File: config.mk
export PLATFORM = sky130hd
export DESIGN_NAME = bcd_scan_ctrl
export DESIGN_NICKNAME = d
export VERILOG_FILES = /design/src/rtl/bcd_clk_pkg.sv /design/src/rtl/bcd_scan_ctrl_conv.sv /design/src/rtl/bcd_scan_ctrl.sv
export SDC_FILE = /design/constraint.sdc
export NUM_CORES = 1
export LEC_CHECK = 0
export ABC_AREA = 1
export CAP_MARGIN = 20
export CORE_ASPECT_RATIO = 0.6
export CORE_MARGIN = 3
export CORE_UTILIZATION = 45
export DETAILED_ROUTE_END_ITERATION = 8
export PLACE_DENSITY = 0.73
export SLEW_MARGIN = 20
export SYNTH_ARGS = -nofsm -noshare
export SYNTH_HDL_FRONTEND = slang
export SYNTH_HIERARCHICAL = 1
export SYNTH_SLANG_ARGS = --single-unit
export TNS_END_PERCENT = 50
File: constraint.sdc
create_clock -name clk -period 3.6 [get_ports clk]
set_input_delay 0.36 -clock clk [delete_from_list [all_inputs] [get_ports clk]]
set_output_delay 0.36 -clock clk [all_outputs]
set_load 0.02 [all_outputs]
File: src/rtl/bcd_clk_pkg.sv
`default_nettype none
// ============================================================================
// Module      : bcd_clk_pkg
// Description : Shared types and constants for the BCD clock scan controller.
// Revision    : 1.0
// ============================================================================
package bcd_clk_pkg;

  typedef enum logic [2:0] {
    IDLE    = 3'd0,
    CONV_H  = 3'd1,
    CONV_M  = 3'd2,
    CONV_S  = 3'd3,
    PUBLISH = 3'd4
  } state_t;

  localparam int         NUM_DIGITS = 6;
  localparam logic [7:0] MAX_FIELD  = 8'd99;

  typedef logic [2:0] digit_idx_t;

  // Active-low one-hot anode pattern for a digit index.
  function automatic logic [5:0] an_onehot_n(input digit_idx_t idx);
    return ~(6'b000001 << idx);
  endfunction

endpackage : bcd_clk_pkg
`default_nettype wire

File: src/rtl/bcd_scan_ctrl_conv.sv
`default_nettype none
// ============================================================================
// Module      : bcd_scan_ctrl_conv
// Description : Combinational binary-to-BCD converter, 8-bit in, tens/ones out.
// Revision    : 1.0
// ============================================================================
module bcd_scan_ctrl_conv (
  input  logic [7:0] bin,
  output logic [3:0] ones,
  output logic [3:0] tens
);

  // Inputs are clamped upstream to 0..99, so the quotient fits a nibble.
  assign tens = 4'(bin / 8'd10);
  assign ones = 4'(bin % 8'd10);

endmodule : bcd_scan_ctrl_conv
`default_nettype wire

File: src/rtl/bcd_scan_ctrl.sv
`default_nettype none
// ============================================================================
// Module      : bcd_scan_ctrl
// Description : Snapshots hh:mm:ss, converts to BCD via one shared converter,
//               publishes atomically and scans six multiplexed digits.
//               Optional macro BCD_LEADING_BLANK_EN blanks a zero hours-tens.
// Revision    : 1.0
// ============================================================================
module bcd_scan_ctrl
  import bcd_clk_pkg::*;
#(
  parameter int SCAN_DIV = 1000
) (
  input  logic       clk,
  input  logic       rst_n,
  input  logic       update_req,
  input  logic [7:0] hours,
  input  logic [7:0] minutes,
  input  logic [7:0] seconds,
  output logic       busy,
  output logic       done,
  output logic       range_err,
  output logic [3:0] digit,
  output logic [5:0] an_n
);

  localparam logic [15:0] c_div_last = 16'(SCAN_DIV - 1);

  state_t      r_state;
  state_t      w_state_next;
  logic        r_pending;
  logic        w_pending_next;
  logic        w_take_snap;
  logic [7:0]  r_snap_h;
  logic [7:0]  r_snap_m;
  logic [7:0]  r_snap_s;
  logic        r_range_err;

  logic [7:0]  w_field;
  logic        w_over;
  logic [7:0]  w_field_clamped;
  logic [3:0]  w_ones;
  logic [3:0]  w_tens;

  logic [3:0]  r_shadow [NUM_DIGITS];
  logic [3:0]  r_disp   [NUM_DIGITS];

  logic [15:0] r_presc;
  logic        w_wrap;
  digit_idx_t  r_idx;
  digit_idx_t  w_idx_next;
  logic [3:0]  w_scan_digit;
  logic [5:0]  w_an_next;
  logic [3:0]  r_digit;
  logic [5:0]  r_an_n;

  // ---------------------------------------------------------------------------
  // Control FSM
  // ---------------------------------------------------------------------------
  always_ff @(posedge clk or negedge rst_n) begin
    if (!rst_n) begin
      r_state   <= IDLE;
      r_pending <= 1'b0;
    end else begin
      r_state   <= w_state_next;
      r_pending <= w_pending_next;
    end
  end

  always_comb begin
    w_state_next   = r_state;
    w_pending_next = r_pending;
    w_take_snap    = 1'b0;
    case (r_state)
      IDLE: begin
        if (update_req) begin
          w_state_next = CONV_H;
          w_take_snap  = 1'b1;
        end
      end
      CONV_H: begin
        w_state_next = CONV_M;
        if (update_req) w_pending_next = 1'b1;
      end
      CONV_M: begin
        w_state_next = CONV_S;
        if (update_req) w_pending_next = 1'b1;
      end
      CONV_S: begin
        w_state_next = PUBLISH;
        if (update_req) w_pending_next = 1'b1;
      end
      PUBLISH: begin
        // A request arriving in this very cycle is serviced like a pending one.
        if (r_pending || update_req) begin
          w_state_next   = CONV_H;
          w_take_snap    = 1'b1;
          w_pending_next = 1'b0;
        end else begin
          w_state_next = IDLE;
        end
      end
      default: w_state_next = IDLE;
    endcase
  end

  assign busy      = (r_state != IDLE);
  assign done      = (r_state == PUBLISH);
  assign range_err = r_range_err;

  // ---------------------------------------------------------------------------
  // Snapshot, clamp and time-shared conversion
  // ---------------------------------------------------------------------------
  always_comb begin
    w_field = r_snap_s;
    case (r_state)
      CONV_H:  w_field = r_snap_h;
      CONV_M:  w_field = r_snap_m;
      default: w_field = r_snap_s;
    endcase
  end

  assign w_over          = (w_field > MAX_FIELD);
  assign w_field_clamped = w_over ? MAX_FIELD : w_field;

  bcd_scan_ctrl_conv u_conv (
    .bin  (w_field_clamped),
    .ones (w_ones),
    .tens (w_tens)
  );

  always_ff @(posedge clk or negedge rst_n) begin
    if (!rst_n) begin
      r_snap_h    <= '0;
      r_snap_m    <= '0;
      r_snap_s    <= '0;
      r_range_err <= 1'b0;
      for (int i = 0; i < NUM_DIGITS; i++) begin
        r_shadow[i] <= '0;
        r_disp[i]   <= '0;
      end
    end else begin
      if (w_take_snap) begin
        r_snap_h <= hours;
        r_snap_m <= minutes;
        r_snap_s <= seconds;
      end
      case (r_state)
        CONV_H: begin
          r_shadow[5] <= w_tens;
          r_shadow[4] <= w_ones;
        end
        CONV_M: begin
          r_shadow[3] <= w_tens;
          r_shadow[2] <= w_ones;
        end
        CONV_S: begin
          r_shadow[1] <= w_tens;
          r_shadow[0] <= w_ones;
        end
        PUBLISH: begin
          for (int i = 0; i < NUM_DIGITS; i++) r_disp[i] <= r_shadow[i];
        end
        default: ;
      endcase
      if ((r_state == CONV_H || r_state == CONV_M || r_state == CONV_S) && w_over)
        r_range_err <= 1'b1;
    end
  end

  // ---------------------------------------------------------------------------
  // Free-running digit scan
  // ---------------------------------------------------------------------------
  assign w_wrap = (r_presc == c_div_last);

  always_comb begin
    w_idx_next = r_idx;
    if (w_wrap) w_idx_next = (r_idx == digit_idx_t'(NUM_DIGITS - 1)) ? '0 : r_idx + 3'd1;
  end

  always_comb begin
    w_scan_digit = r_disp[0];
    case (w_idx_next)
      3'd1:    w_scan_digit = r_disp[1];
      3'd2:    w_scan_digit = r_disp[2];
      3'd3:    w_scan_digit = r_disp[3];
      3'd4:    w_scan_digit = r_disp[4];
      3'd5:    w_scan_digit = r_disp[5];
      default: w_scan_digit = r_disp[0];
    endcase
  end

`ifdef BCD_LEADING_BLANK_EN
  always_comb begin
    w_an_next = an_onehot_n(w_idx_next);
    if (w_idx_next == 3'd5 && r_disp[5] == 4'd0) w_an_next = 6'b111111;
  end
`else
  assign w_an_next = an_onehot_n(w_idx_next);
`endif

  // digit and an_n are both derived from w_idx_next so they never disagree.
  always_ff @(posedge clk or negedge rst_n) begin
    if (!rst_n) begin
      r_presc <= '0;
      r_idx   <= '0;
      r_digit <= '0;
      r_an_n  <= 6'b111110;
    end else begin
      r_presc <= w_wrap ? '0 : r_presc + 16'd1;
      r_idx   <= w_idx_next;
      r_digit <= w_scan_digit;
      r_an_n  <= w_an_next;
    end
  end

  assign digit = r_digit;
  assign an_n  = r_an_n;

endmodule : bcd_scan_ctrl
`default_nettype wire
==> metrics <==
outcome completed; total I/O pin count 40; number of synthesized flops with an enable pin 0; first-pass GRT wire length 19,300 um; maxcap violations 0; remaining global-route overflow 0; Crit-path slowest cell dfrtp_2; worst setup path end r_shadow[7]; Top FF cell, synth dfrtp_1; CTS tree yes; fin crit period 3.58 ns; Via Count 4,228; RR Endpoint r_shadow[7]; Die Ht 89.3 um; CP arrival 3.85 ns; RSZ-0062 raised after global routing true; Core Box Area 10,900 um^2; Post-synth ARST share 100%; most frequent cells in the layout nand2_1, dfrtp_1, inv_1, nor2_1; final hold viol count 0; vias in the first global route 4,010; sequential cell area 2660 um^2; Min-Delay Path Class input pin to async pin; chip width 145 um; critical path class flip-flop to flip-flop; die area 12,900 um^2; share of post-route cells with drive strength above 1 20.1%; Overall Global Routing Usage 19.2%; R2R depth 27; post-DR vias/cell 5.12; Port Buf Inserts 39; largest net degree at the start of global routing 76; ANT nets after route 0; Slew Viols, Final 0; worst skew pair latency 0.36 ns; clk buf depth 2; Crit path max-delay family simple AND/OR/NAND/NOR gates; H-tree Lvls 3; PnR worst setup slack 0.0174 ns; worst slew pin tran 1.00 ns; dpl cells 795; FF+latch count, synth 106; critical path required time 3.87 ns; TritonCTS buffer count 9; final WL 12,100 um; Worst Path Max Fanout 7; ant diodes 0; Worst setup SP type flip-flop; clock sink count 106; Finished Core Util 57.6%; Hold Buf Count CTS 0; area of the multi-input gates 2330 um^2; Nets 693; area grow syn2layout 20.9%; Final GP Congestion 0.878; Cell Area, Synth 5200 um^2; DRC violations left 0; clock root buffer clkbuf_16; DR iter-0 viols 310; initial antenna violation count 0; Clock Skew 0.0101 ns; initial core utilization 47.6%; Post-Synthesis Cells 606; DR WL/cell 14.7 um; commonest non-fill, non-tap cell in the layout nand2_1; syn avg cell area 8.58 um^2; relative slew slack 32.8%; site row count 29; Buf/Inv on CP 6; critical path's largest stage delay 0.43 ns; Non-Filler Instances 825; Netlist cell types 45; period utilization 99.5%; Setup crit end kind flip-flop; r2r setup slk 0.02 ns; DP HPWL 8310 um; RR Startpoint r_state[1]; Critical Path Start r_state[1]; final setup vio count 0; Ys Warns 6; drt pass-1 iters 5; Seq/Total Area, Yosys 51.1%; pre-CTS setup slack 0.00349 ns; CTS clock-pin slew for the worst setup and hold paths 0.07 ns; Layout fillers 933; Levels on crit path 27; Fin Setup TNS 0 ns; Fmax 279 MHz
[cell type report]
type | count | share of cell area (%)
Inverter | 77 | 4.79
Timing Repair Buffer | 56 | 8.19
Sequential cell | 106 | 42.3
Clock inverter | 5 | 0.577
Clock buffer | 11 | 4.02
Tap cell | 155 | 3.08
Multi-Input combinational cell | 415 | 37.0
[cell families (layout without fill, tap and decap cells)]
group | count (synthesis) | after routing | synth area share, %
DFF | 106 | 106 | 51.1
buffers and inverters | 91 | 149 | 7.09
other | 1 | 6 | 0.0721
adders and majority gates | 1 | 1 | 0.240
and+or+nand+nor | 310 | 311 | 27.7
muxes | 23 | 23 | 5.03
AOI/OAI and AO/OA | 70 | 70 | 8.13
xor gates and xnor gates | 4 | 4 | 0.673
[state kept, by name, indices dropped and copies added, names as in the netlist]
| signal | count |
|---|---|
| range_err | 1 |
| r_state | 3 |
| r_snap_m | 8 |
| r_shadow | 24 |
| r_snap_h | 8 |
| r_presc | 16 |
| r_pending | 1 |
| an_n | 6 |
| r_snap_s | 8 |
| r_disp | 24 |
| digit | 4 |
| r_idx | 3 |
[cell usage after synthesis (all sizes together) (4+ instances only)]
| cell | number | area share (%) |
|---|---|---|
| nand2 | 195 | 16 |
| dfrtp | 101 | 49 |
| inv | 77 | 5.7 |
| nor2 | 54 | 4.3 |
| o21ai | 47 | 4.6 |
| nand3 | 44 | 5.2 |
| mux2 | 22 | 4.8 |
| a21oi | 13 | 1.7 |
| nand4 | 9 | 1.1 |
| buf | 7 | 0.84 |
| clkbuf | 7 | 0.51 |
| dfstp | 5 | 2.5 |
| nor3 | 5 | 0.70 |
| xor2 | 4 | 0.67 |
[through the flow]
step,instance area [um^2],hold slack (ns)
final,6290,0.113
after global routing,6290,0.211
after CTS,6090,0.171
after detailed placement,5760,0.450
after global placement,5760,0.448
after floorplan,5220,0.0644
[routing by layer]
| layer | global-route usage, % | share of wire, % | vias up |
|---|---|---|---|
| met5 | 0 | 0 | - |
| li1 | - | - | 2045 |
| met3 | 5.34 | 5.4 | 35 |
| met1 | 27.8 | 49 | 2006 |
| met2 | 28.3 | 43 | 142 |
| met4 | 5.67 | 2.6 | 0 |
[how the worst min path moves through the flow]
stage | from | endpoint | slack (ns) | cells past startpoint
final | rst_n | r_presc[6] | 0.11 | 1
after CTS | rst_n | r_presc[3] | 0.17 | 1
after global routing | rst_n | r_presc[3] | 0.21 | 1
after detailed placement | r_presc[0] | r_presc[0] | 0.45 | 1
after floorplan | rst_n | an_n[0] | 0.06 | 0
after global placement | r_presc[0] | r_presc[0] | 0.45 | 1
[repair_timing]
item | in CTS | in global routing
pin swaps | 3 | 16
setup endpoints to repair | 9 | 12
setup buffers | 2 | 11
resized for setup | 6 | 32
cloned | 0 | 1
Power is left out: the tool's default activity adds up to more than one toggle a clock period on the data nets, which glitch-free logic cannot reach.
